`src/rtl/pov_column_scanner_if.sv`:
```
// Read port of the POV column RAM, seen from the scanner (master) and the RAM (slave).
interface pov_column_scanner_if #(
  parameter int COLS_LOG2 = 7,
  parameter int LED_W     = 8
);
  // rd_en is a single-cycle strobe with rd_addr; rd_data is valid the cycle after, no back-pressure.
  logic                 rd_en;
  logic [COLS_LOG2-1:0] rd_addr;
  logic [LED_W-1:0]     rd_data;

  modport master (
    output rd_en,
    output rd_addr,
    input  rd_data
  );

  modport slave (
    input  rd_en,
    input  rd_addr,
    output rd_data
  );
endinterface

```
`src/rtl/pov_column_scanner.sv`:
```
// POV column scanner: measures the hall period, slices it into column slots and plays RAM columns to the LEDs.
// Optional macro POV_REVERSE_SCAN_EN plays the frame last column first.
module pov_column_scanner #(
  parameter int COLS_LOG2 = 7,
  parameter int LED_W     = 8,
  parameter int CNT_W     = 24
) (
  input  logic                   clk,
  input  logic                   reset_n,
  input  logic                   hall_in,
  input  logic                   buf_valid,
  pov_column_scanner_if.master   ram,
  output logic [LED_W-1:0]       leds,
  output logic                   scanning,
  output logic                   frame_done,
  output logic [1:0]             o_dbg_state
);

  typedef enum logic [1:0] {
    S_IDLE    = 2'd0,
    S_MEASURE = 2'd1,
    S_SCAN    = 2'd2,
    S_WAIT    = 2'd3
  } state_t;

  localparam logic [CNT_W-1:0]     CNT_MAX  = '1;
  localparam logic [CNT_W-1:0]     CNT_ONE  = CNT_W'(1);
  localparam logic [COLS_LOG2-1:0] LAST_COL = '1;
  localparam logic [COLS_LOG2-1:0] COL_ONE  = COLS_LOG2'(1);

`ifdef POV_REVERSE_SCAN_EN
  localparam logic [COLS_LOG2-1:0] START_ADDR = LAST_COL;
`else
  localparam logic [COLS_LOG2-1:0] START_ADDR = '0;
`endif

  state_t r_state;
  state_t w_next_state;

  logic                 r_hall_s1;
  logic                 r_hall_s2;
  logic                 r_hall_d;
  logic [CNT_W-1:0]     r_rev_cnt;
  logic [CNT_W-1:0]     r_period;
  logic [CNT_W-1:0]     r_col_timer;
  logic [COLS_LOG2-1:0] r_col_idx;
  logic [COLS_LOG2-1:0] r_rd_addr;
  logic                 r_rd_en;
  logic                 r_data_pend;
  logic [LED_W-1:0]     r_leds;
  logic                 r_frame_done;

  logic             w_hall_pulse;
  logic             w_stall;
  logic [CNT_W-1:0] w_col_shift;
  logic [CNT_W-1:0] w_col_period;
  logic             w_slot_end;
  logic             w_last_col;
  logic             w_start;
  logic             w_advance;
  logic             w_end_frame;
  logic             w_blank;

  assign w_hall_pulse = r_hall_s2 & ~r_hall_d;
  // A saturated revolution counter means the rotor has stopped; a coincident pulse still wins.
  assign w_stall      = (r_rev_cnt == CNT_MAX) && !w_hall_pulse;
  assign w_col_shift  = r_period >> COLS_LOG2;
  assign w_col_period = (w_col_shift == '0) ? CNT_ONE : w_col_shift;
  assign w_slot_end   = (r_col_timer == (w_col_period - CNT_ONE));
  assign w_last_col   = (r_col_idx == LAST_COL);

  always_ff @(posedge clk or negedge reset_n) begin
    if (!reset_n) begin
      r_state <= S_IDLE;
    end else begin
      r_state <= w_next_state;
    end
  end

  always_comb begin
    w_next_state = r_state;
    w_start      = 1'b0;
    w_advance    = 1'b0;
    w_end_frame  = 1'b0;
    w_blank      = 1'b0;
    case (r_state)
      S_IDLE: begin
        if (w_hall_pulse) w_next_state = S_MEASURE;
      end
      S_MEASURE: begin
        if (w_stall) begin
          w_next_state = S_IDLE;
        end else if (w_hall_pulse && buf_valid) begin
          w_next_state = S_SCAN;
          w_start      = 1'b1;
        end
      end
      S_SCAN: begin
        if (w_stall) begin
          w_next_state = S_IDLE;
          w_blank      = 1'b1;
        end else if (!buf_valid) begin
          w_next_state = S_MEASURE;
          w_blank      = 1'b1;
        end else if (w_hall_pulse) begin
          // A pulse landing on the very last cycle closes a complete frame; earlier ones truncate it.
          w_start     = 1'b1;
          w_end_frame = w_slot_end && w_last_col;
        end else if (w_slot_end) begin
          if (w_last_col) begin
            w_next_state = S_WAIT;
            w_end_frame  = 1'b1;
            w_blank      = 1'b1;
          end else begin
            w_advance = 1'b1;
          end
        end
      end
      S_WAIT: begin
        if (w_stall) begin
          w_next_state = S_IDLE;
        end else if (!buf_valid) begin
          w_next_state = S_MEASURE;
        end else if (w_hall_pulse) begin
          w_next_state = S_SCAN;
          w_start      = 1'b1;
        end
      end
      default: begin
        w_next_state = S_IDLE;
        w_blank      = 1'b1;
      end
    endcase
  end

  always_ff @(posedge clk or negedge reset_n) begin
    if (!reset_n) begin
      r_hall_s1 <= 1'b0;
      r_hall_s2 <= 1'b0;
      r_hall_d  <= 1'b0;
      r_rev_cnt <= '0;
      r_period  <= '0;
    end else begin
      r_hall_s1 <= hall_in;
      r_hall_s2 <= r_hall_s1;
      r_hall_d  <= r_hall_s2;
      if (w_hall_pulse) begin
        r_rev_cnt <= '0;
        r_period  <= (r_rev_cnt == CNT_MAX) ? CNT_MAX : (r_rev_cnt + CNT_ONE);
      end else begin
        if (r_rev_cnt != CNT_MAX) r_rev_cnt <= r_rev_cnt + CNT_ONE;
        if (w_stall) r_period <= '0;
      end
    end
  end

  always_ff @(posedge clk or negedge reset_n) begin
    if (!reset_n) begin
      r_col_idx    <= '0;
      r_col_timer  <= '0;
      r_rd_addr    <= '0;
      r_rd_en      <= 1'b0;
      r_data_pend  <= 1'b0;
      r_leds       <= '0;
      r_frame_done <= 1'b0;
    end else begin
      r_rd_en      <= w_start | w_advance;
      r_data_pend  <= r_rd_en;
      r_frame_done <= w_end_frame;
      if (w_start) begin
        r_col_idx   <= '0;
        r_col_timer <= '0;
        r_rd_addr   <= START_ADDR;
      end else if (w_advance) begin
        r_col_idx   <= r_col_idx + COL_ONE;
        r_col_timer <= '0;
`ifdef POV_REVERSE_SCAN_EN
        r_rd_addr   <= r_rd_addr - COL_ONE;
`else
        r_rd_addr   <= r_rd_addr + COL_ONE;
`endif
      end else if (r_state == S_SCAN) begin
        r_col_timer <= r_col_timer + CNT_ONE;
      end
      if (w_blank) begin
        r_leds <= '0;
      end else if (r_data_pend && (r_state == S_SCAN)) begin
        r_leds <= ram.rd_data;
      end
    end
  end

  // Fresh RAM data is forwarded in its arrival cycle and then held from r_leds for the rest of the slot.
  assign leds        = (r_state != S_SCAN) ? '0 : (r_data_pend ? ram.rd_data : r_leds);
  assign ram.rd_en   = r_rd_en;
  assign ram.rd_addr = r_rd_addr;
  assign scanning    = (r_state == S_SCAN);
  assign frame_done  = r_frame_done;
  assign o_dbg_state = r_state;

endmodule

```
`src/flat_wrapper.sv`:
```
// flat-port wrapper written by rule: the top's interface ports become plain ports
module pov_column_scanner_flat 
#(
  parameter int COLS_LOG2 = 7,
  parameter int LED_W     = 8,
  parameter int CNT_W     = 24
)
  (clk, reset_n, hall_in, buf_valid, leds, scanning, frame_done, o_dbg_state, ram_rd_en, ram_rd_addr, ram_rd_data);
  pov_column_scanner_if #(.COLS_LOG2(COLS_LOG2), .LED_W(LED_W)) ram_i ();
  input  logic clk;
  input  logic reset_n;
  input  logic hall_in;
  input  logic buf_valid;
  output logic [LED_W-1:0] leds;
  output logic scanning;
  output logic frame_done;
  output logic [1:0] o_dbg_state;
  output wire logic [$bits(ram_i.rd_en)-1:0] ram_rd_en;
  output wire logic [$bits(ram_i.rd_addr)-1:0] ram_rd_addr;
  input wire logic [$bits(ram_i.rd_data)-1:0] ram_rd_data;
  assign ram_rd_en = ram_i.rd_en;
  assign ram_rd_addr = ram_i.rd_addr;
  assign ram_i.rd_data = ram_rd_data;
  pov_column_scanner #(.COLS_LOG2(COLS_LOG2), .LED_W(LED_W), .CNT_W(CNT_W)) u_core (.clk(clk), .reset_n(reset_n), .hall_in(hall_in), .buf_valid(buf_valid), .ram(ram_i), .leds(leds), .scanning(scanning), .frame_done(frame_done), .o_dbg_state(o_dbg_state));
endmodule
```
`config.mk`:
```
export PLATFORM = sky130hd
export DESIGN_NAME = pov_column_scanner_flat
export DESIGN_NICKNAME = d
export VERILOG_FILES = /design/src/rtl/pov_column_scanner_if.sv /design/src/rtl/pov_column_scanner.sv /design/src/flat_wrapper.sv
export SDC_FILE = /design/constraint.sdc
export NUM_CORES = 1
export LEC_CHECK = 0
export CAP_MARGIN = 40
export CORE_UTILIZATION = 55
export CTS_CLUSTER_DIAMETER = 60
export DETAILED_ROUTE_END_ITERATION = 7
export PLACE_DENSITY = 0.84
export SKIP_CTS_REPAIR_TIMING = 1
export SYNTH_ARGS = -nofsm -noshare
export SYNTH_HDL_FRONTEND = slang
export SYNTH_SLANG_ARGS = --single-unit
```
`constraint.sdc`:
```
create_clock -name clk -period 4.6 [get_ports clk]
set_input_delay 1.15 -clock clk [delete_from_list [all_inputs] [get_ports clk]]
set_output_delay 1.15 -clock clk [all_outputs]
set_load 0.005 [all_outputs]
```
---- Yosys cells after proc, flatten, opt, wreduce, memory -nomap -nowiden ----
Index checks and enable logic that the tools add are counted.
word-level totals
  output and inout bits ................... 20
  input bits .............................. 12
  logic and storage cells ................. 100
  register bits ........................... 102
cells by class
  add/subtract/negate cells ............... 5
  equality and inequality tests ........... 14
  muxes and demuxes ....................... 51
  reduce and logical (&&, ||, !) cells .... 14
  bitwise operators ....................... 3
operators with widths
  operator                 number
  $mux W24                 8
  $add A24 B1 Y24 const B  2
  $mux W8                  4
  $mux W7                  4
  $eq A24 B24 Y1           1
  $eq A24 B24 Y1 const B   1
  $logic_not A24 Y1        1
  $ne A24 B24 Y1 const B   1
  $sub A24 B1 Y24 const B  1
  $mux W2                  11
  $mux W1                  21
  $mux W17                 1
  $add A7 B1 Y7 const B    2
  $ne A4 B2 Y1 const B     3
  $pmux W2 S4              1
  $reduce_bool A2 Y1       4
  $eq A7 B7 Y1 const B     1
  $reduce_and A6 Y1        1
  $eq A2 B2 Y1 const B     2
  $logic_and A1 B1 Y1      4
  $ne A4 B4 Y1 const B     1
  $ne A3 B1 Y1 const B     1
  $reduce_bool A3 Y1       1
  $eq A2 B1 Y1 const B     1
  9 further kinds          9

---- Depth between registers and ports, before layout ----
Gate-level depths: netlist of the first run.
  depth in word-level cells ............... 11
  mapped depth ............................ 17

---- Worst setup path after synthesis of the first run ----
OpenSTA, ideal clock, no wires.
  kind .................................... flip-flop to flip-flop
  from .................................... register u_core.r_period[18]
  to ...................................... register u_core.r_rd_addr[2] (netlist: u_core.ram.rd_addr[2])
  stages on the path, launching flop included .. 17
  buffers on the path ..................... 3
  setup time .............................. 0.066 ns
  path slack .............................. 0.839 ns
  arrival ................................. 3.695 ns
  clock period less this slack ............ 3.761 ns
  cells stage by stage .................... dfrtp_1 buf_2 nor4_4 and3_1 and2_1 nor2_1 ha_1 nor3b_4 a211o_1 a31oi_1 o22ai_1 nor4_2 or4b_1 buf_2 buf_6 or4_1 nand2_1
between the ends
  cells in the longest elaborated chain, start to end .. 10
RTL lines
  item                                   line                       RTL
  from (decl)                            pov_column_scanner.sv:44   logic [CNT_W-1:0] r_period;
  from (signal assigned)                 pov_column_scanner.sv:149  r_period <= (r_rev_cnt == CNT_MAX) ? CNT_MAX : (r_rev_cnt + CNT_ONE);
  $logic_not A24 Y1                      pov_column_scanner.sv:68   assign w_col_period = (w_col_shift == '0) ? CNT_ONE : w_col_shift;
  $mux W17 *                             pov_column_scanner.sv:68
  $sub A24 B1 Y24 *                      pov_column_scanner.sv:69   assign w_slot_end = (r_col_timer == (w_col_period - CNT_ONE));
  $eq A24 B24 Y1 *                       pov_column_scanner.sv:69
  $mux W1 *                              pov_column_scanner.sv:109  end else if (w_slot_end) begin
  $mux W1 *                              pov_column_scanner.sv:105  end else if (w_hall_pulse) begin
  $mux W1 *                              pov_column_scanner.sv:102  end else if (!buf_valid) begin
  $mux W1 *                              pov_column_scanner.sv:99   if (w_stall) begin
  $mux W1 *                              pov_column_scanner.sv:86   case (r_state)
  $reduce_bool A2 Y1 (no source line) *  -
  to (signal assigned)                   pov_column_scanner.sv:180  r_rd_addr <= r_rd_addr + COL_ONE;
  to (decl)                              pov_column_scanner.sv:47   logic [COLS_LOG2-1:0] r_rd_addr;
Every way passes the cells marked *; elsewhere a longest branch is shown, timed or not.
A chain may end at the register's enable or synchronous reset.

---- Final worst setup path of the first run ----
  from .................................... register u_core.r_period[18]
  to ...................................... register u_core.r_col_idx[3]
between the ends
  cells in the longest elaborated chain, start to end .. 10
RTL lines
  item                                   line                       RTL
  $logic_not A24 Y1                      pov_column_scanner.sv:68
  $mux W17 *                             pov_column_scanner.sv:68
  $sub A24 B1 Y24 *                      pov_column_scanner.sv:69
  $eq A24 B24 Y1 *                       pov_column_scanner.sv:69
  $mux W1 *                              pov_column_scanner.sv:109
  $mux W1 *                              pov_column_scanner.sv:105
  $mux W1 *                              pov_column_scanner.sv:102
  $mux W1 *                              pov_column_scanner.sv:99
  $mux W1 *                              pov_column_scanner.sv:86
  $reduce_bool A2 Y1 (no source line) *  -
  to (signal assigned)                   pov_column_scanner.sv:175  r_col_idx <= r_col_idx + COL_ONE;
  to (decl)                              pov_column_scanner.sv:46   logic [COLS_LOG2-1:0] r_col_idx;
Marked as above.

==> flow_summary_export.csv, run 1 <==
group,metric,value,unit
yosys,synth_compound_area_share,12.58,%
grt,grt_max_degree,67,
final_layout,layout-drive-gt1-share,6.084,%
timing,relSlewSlack,48.62,%
critical_path,required,4.91,ns
yosys,syn-instance-count,619,
timing,setup-violations-final,0,
yosys,synth-xor-area-share,10.30,%
critical_path,endpoint_kind,"flip-flop",
final_layout,area_delta_synth_final,11.38,%
yosys,synthAdderAreaFrac,1.131,%
run_status,outcome,"completed",
drt,viasPerCell,5.889,
timing,rsz0062_at_grt,"false",
yosys,synthArstFlopShare,100.0,%
yosys,synthSimpleGateAreaFrac,28.08,%
critical_path,r2r_cells,14,
timing,skew,0.01223,ns
power,ir_drop,0.0002512,V
grt,overflow,0,
floorplanning,die_y,102.3,um
final_layout,layout_common_cells,"dfrtp_1 (95), nor2_1 (92), nand2_1 (64)",
yosys,syn_area,0.005529,sq mm
yosys,syn-mean-instance-area,8.932,sq um
placement,io_buffers,31,
clock_tree,cts_tree,"yes",
drt,first_iter_violations,282,
floorplanning,die_w,102.3,um
yosys,synth_top_family_by_area,"simple AND/OR/NAND/NOR gates",
clock_tree,cts_made_buffers,9,
placement,finalWeightedCongestion,0.9003,
clock_tree,path_clk_slew,0.10,ns
critical_path,crit_path_max_incr_delay,0.49,ns
placement,placed_cell_area,0.005958,sq mm
floorplanning,ioPinCount,32,
critical_path,cp.depth,14,
yosys,yosysSeqAreaShare,43.00,%
timing,worst_pin_slew,0.7679,ns
power,power_density,302.0,mW/mm^2
clock_tree,clock_tree.root_cell,"clkbuf_8",
critical_path,path_delay_family,"simple AND/OR/NAND/NOR gates",
power,p_leak,2.665,nW
drt,dr_total_vias,4558,
timing,finalSetupTns,0,ns
drt,drcViolationCount,0,
critical_path,crit_fanout,25,
grt,grt.total_usage,25.21,%
clock_tree,numClockSinks,95,
clock_tree,clk_latency,0.37,ns
timing,clock.fmax,238.1,MHz
yosys,synth_mux_area_share,1.290,%
final_layout,diodes,0,
final_layout,final_common_cell,"dfrtp_1",
drt,first_pass_iters,5,
clock_tree,clock_path_buffers,2,
yosys,synth.ff_latch_count,95,
final_layout,fin_area,0.006158,sq mm
placement,dp_hpwl,8.713,mm
timing,hold_viol_final,0,
yosys,ys.flop_type,"dfrtp_1",
grt,grt_antenna_before_repair,0,
worst_hold_path,hold_path_depth,0,
placement,pre_cts_ws,0.4781,ns
floorplanning,fp.dieArea,0.01046,sq mm
timing,slew_violations,0,
drt,totalWireLength,12.02,mm
floorplanning,initial_utilization,56.57,%
critical_path,crit_arrival,4.51,ns
grt,grt_pass1_vias,4439,
timing,worst_slack,0.4002,ns
critical_path,path_class,"reg -> reg",
floorplanning,coreArea,0.009774,sq mm
timing,fin_crit,4.200,ns
floorplanning,fp-row-count,36,
timing,timing.hold.ws,0.3633,ns
yosys,synth_edf_count,0,
critical_path,path_cells,"nor4_4, and3_1, and2_1, nor2_1, ha_1, nor3b_4, a211o_1, a31oi_1, o22ai_1, nor4_2, or4b_1, buf_4, or4_1, nand2_1",
clock_tree,htreeDepth,3,
critical_path,crit_slowest_cell,"dfrtp_1",
worst_hold_path,hp-class,"reg -> reg",
grt,grt_pass1_wl,20.49,mm
final_layout,fill_cells,812,
timing,fin_crit_sh,91.30,%
power,p_total,0.001860,W
run,maxCapViolations,0,
yosys,syn_nets,636,
yosys,synth_cell_type_count,61,
yosys,ys_warn_count,0,
critical_path,worst-path-buf-inv,1,
final_layout,finalNetCount,653,
drt,post_drt_wl_per_cell,15.53,um
critical_path,cp-start-kind,"flip-flop",
drt,ant_nets,0,
==> cells by family after synthesis <==
family | after synthesis
AOI/OAI and AO/OA | 106
muxes | 7
DFF | 95
and+or+nand+nor | 293
adders and majority gates | 5
buffers and inverters | 48
xor gates and xnor gates | 65
==> synthesized netlist by cell type, drive strengths merged, types with 7 or more instances <==
library cell  instances  area (sq um)
nor2                 92         345.3
nor4                  7         116.4
o221ai                8         70.07
nand3                31         155.2
xor2                 33         289.0
o21ai                13         65.06
nand2                64         240.2
buf                  12         62.56
a21oi                35         175.2
nor3                  8         40.04
nand4                22         137.6
or4                  10         75.07
a31oi                 9         56.30
clkbuf               22         85.08
a21o                 10         75.07
xnor2                32         280.3
o211ai                9         67.56
and3                  7         43.79
dfrtp                95          2377
and2                  8         50.05
inv                  14         52.55
nand2b               20         125.1
==> metal layers <==
metal	up-vias	routed length, um	GRT usage [%]
li1	2208	-	-
met1	2205	5365	33.30
met2	125	5953	42.18
met3	20	527	4.036
met4	0	177	8.901
met5	-	0	0
==> registers in the layout, summed over array words and instances, names as in the netlist <==
register	flops
u_core.r_leds	8
u_core.r_period	17
u_core.ram.rd_en	1
u_core.o_dbg_state	2
u_core.r_col_idx	7
u_core.r_data_pend	1
u_core.r_hall_s2	1
u_core.frame_done	1
u_core.ram.rd_addr	7
u_core.r_hall_s1	1
u_core.r_rev_cnt	24
u_core.r_col_timer	24
u_core.r_hall_d	1
==> path summary, 6_finish.rpt <==
path / slack [ns] / to / startpoint
setup / recovery: 0.40 / u_core.r_col_idx[3] / u_core.r_period[18]
hold / removal: 0.36 / u_core.r_hall_s2 / u_core.r_hall_s1
setup reg to reg: 0.40 / u_core.r_col_idx[3] / u_core.r_period[18]
hold reg to reg: 0.36 / u_core.r_hall_s2 / u_core.r_hall_s1
max in group asynchronous: 3.49 / u_core.r_col_timer[15] / reset_n
min in group asynchronous: 0.58 / u_core.r_leds[7] / reset_n
==> metrics by stage <==
step,instances,utilization [%]
2_1_floorplan,619,-
3_3_place_gp,756,60.52
3_5_place_dp,758,60.96
4_1_cts,774,63.01
5_1_grt,774,63.01
6_report,774,63.01
==> worst register-to-register path, stage by stage, from the launching register on <==
cell     delay [ns]
dfrtp_1        0.49
nor4_4         0.47
and3_1         0.28
and2_1         0.17
nor2_1         0.05
ha_1           0.24
nor3b_4        0.20
a211o_1        0.32
a31oi_1        0.21
o22ai_1        0.14
nor4_2         0.29
or4b_1         0.47
buf_4          0.23
or4_1          0.49
nand2_1        0.08
==> cell type report <==
type	instances	area, sq um	area share [%]
clock buffer	10	137.6	2.235
clock inverter	6	62.56	1.016
inverter	14	52.55	0.8533
multi-input combinational	476	2959	48.05
sequential	95	2377	38.60
tap	133	166.4	2.702
timing repair buffer	40	402.9	6.542
==> report_power, final <==
| group | switching [W] | leakage, nW | internal [W] |
|---|---|---|---|
| Combinational | 0.000181 | 1.31 | 0.000164 |
| Sequential | 0.0000863 | 1.25 | 0.000887 |
| Clock | 0.000316 | 0.102 | 0.000225 |
No activity file was read; power rests on OpenSTA's default activity.
==> run 2: changes to the inputs <==
- SKIP_LAST_GASP: unset -> 1
==> results of run 2 <==
Final layout, timing and power as in run 1 (identical DEF).
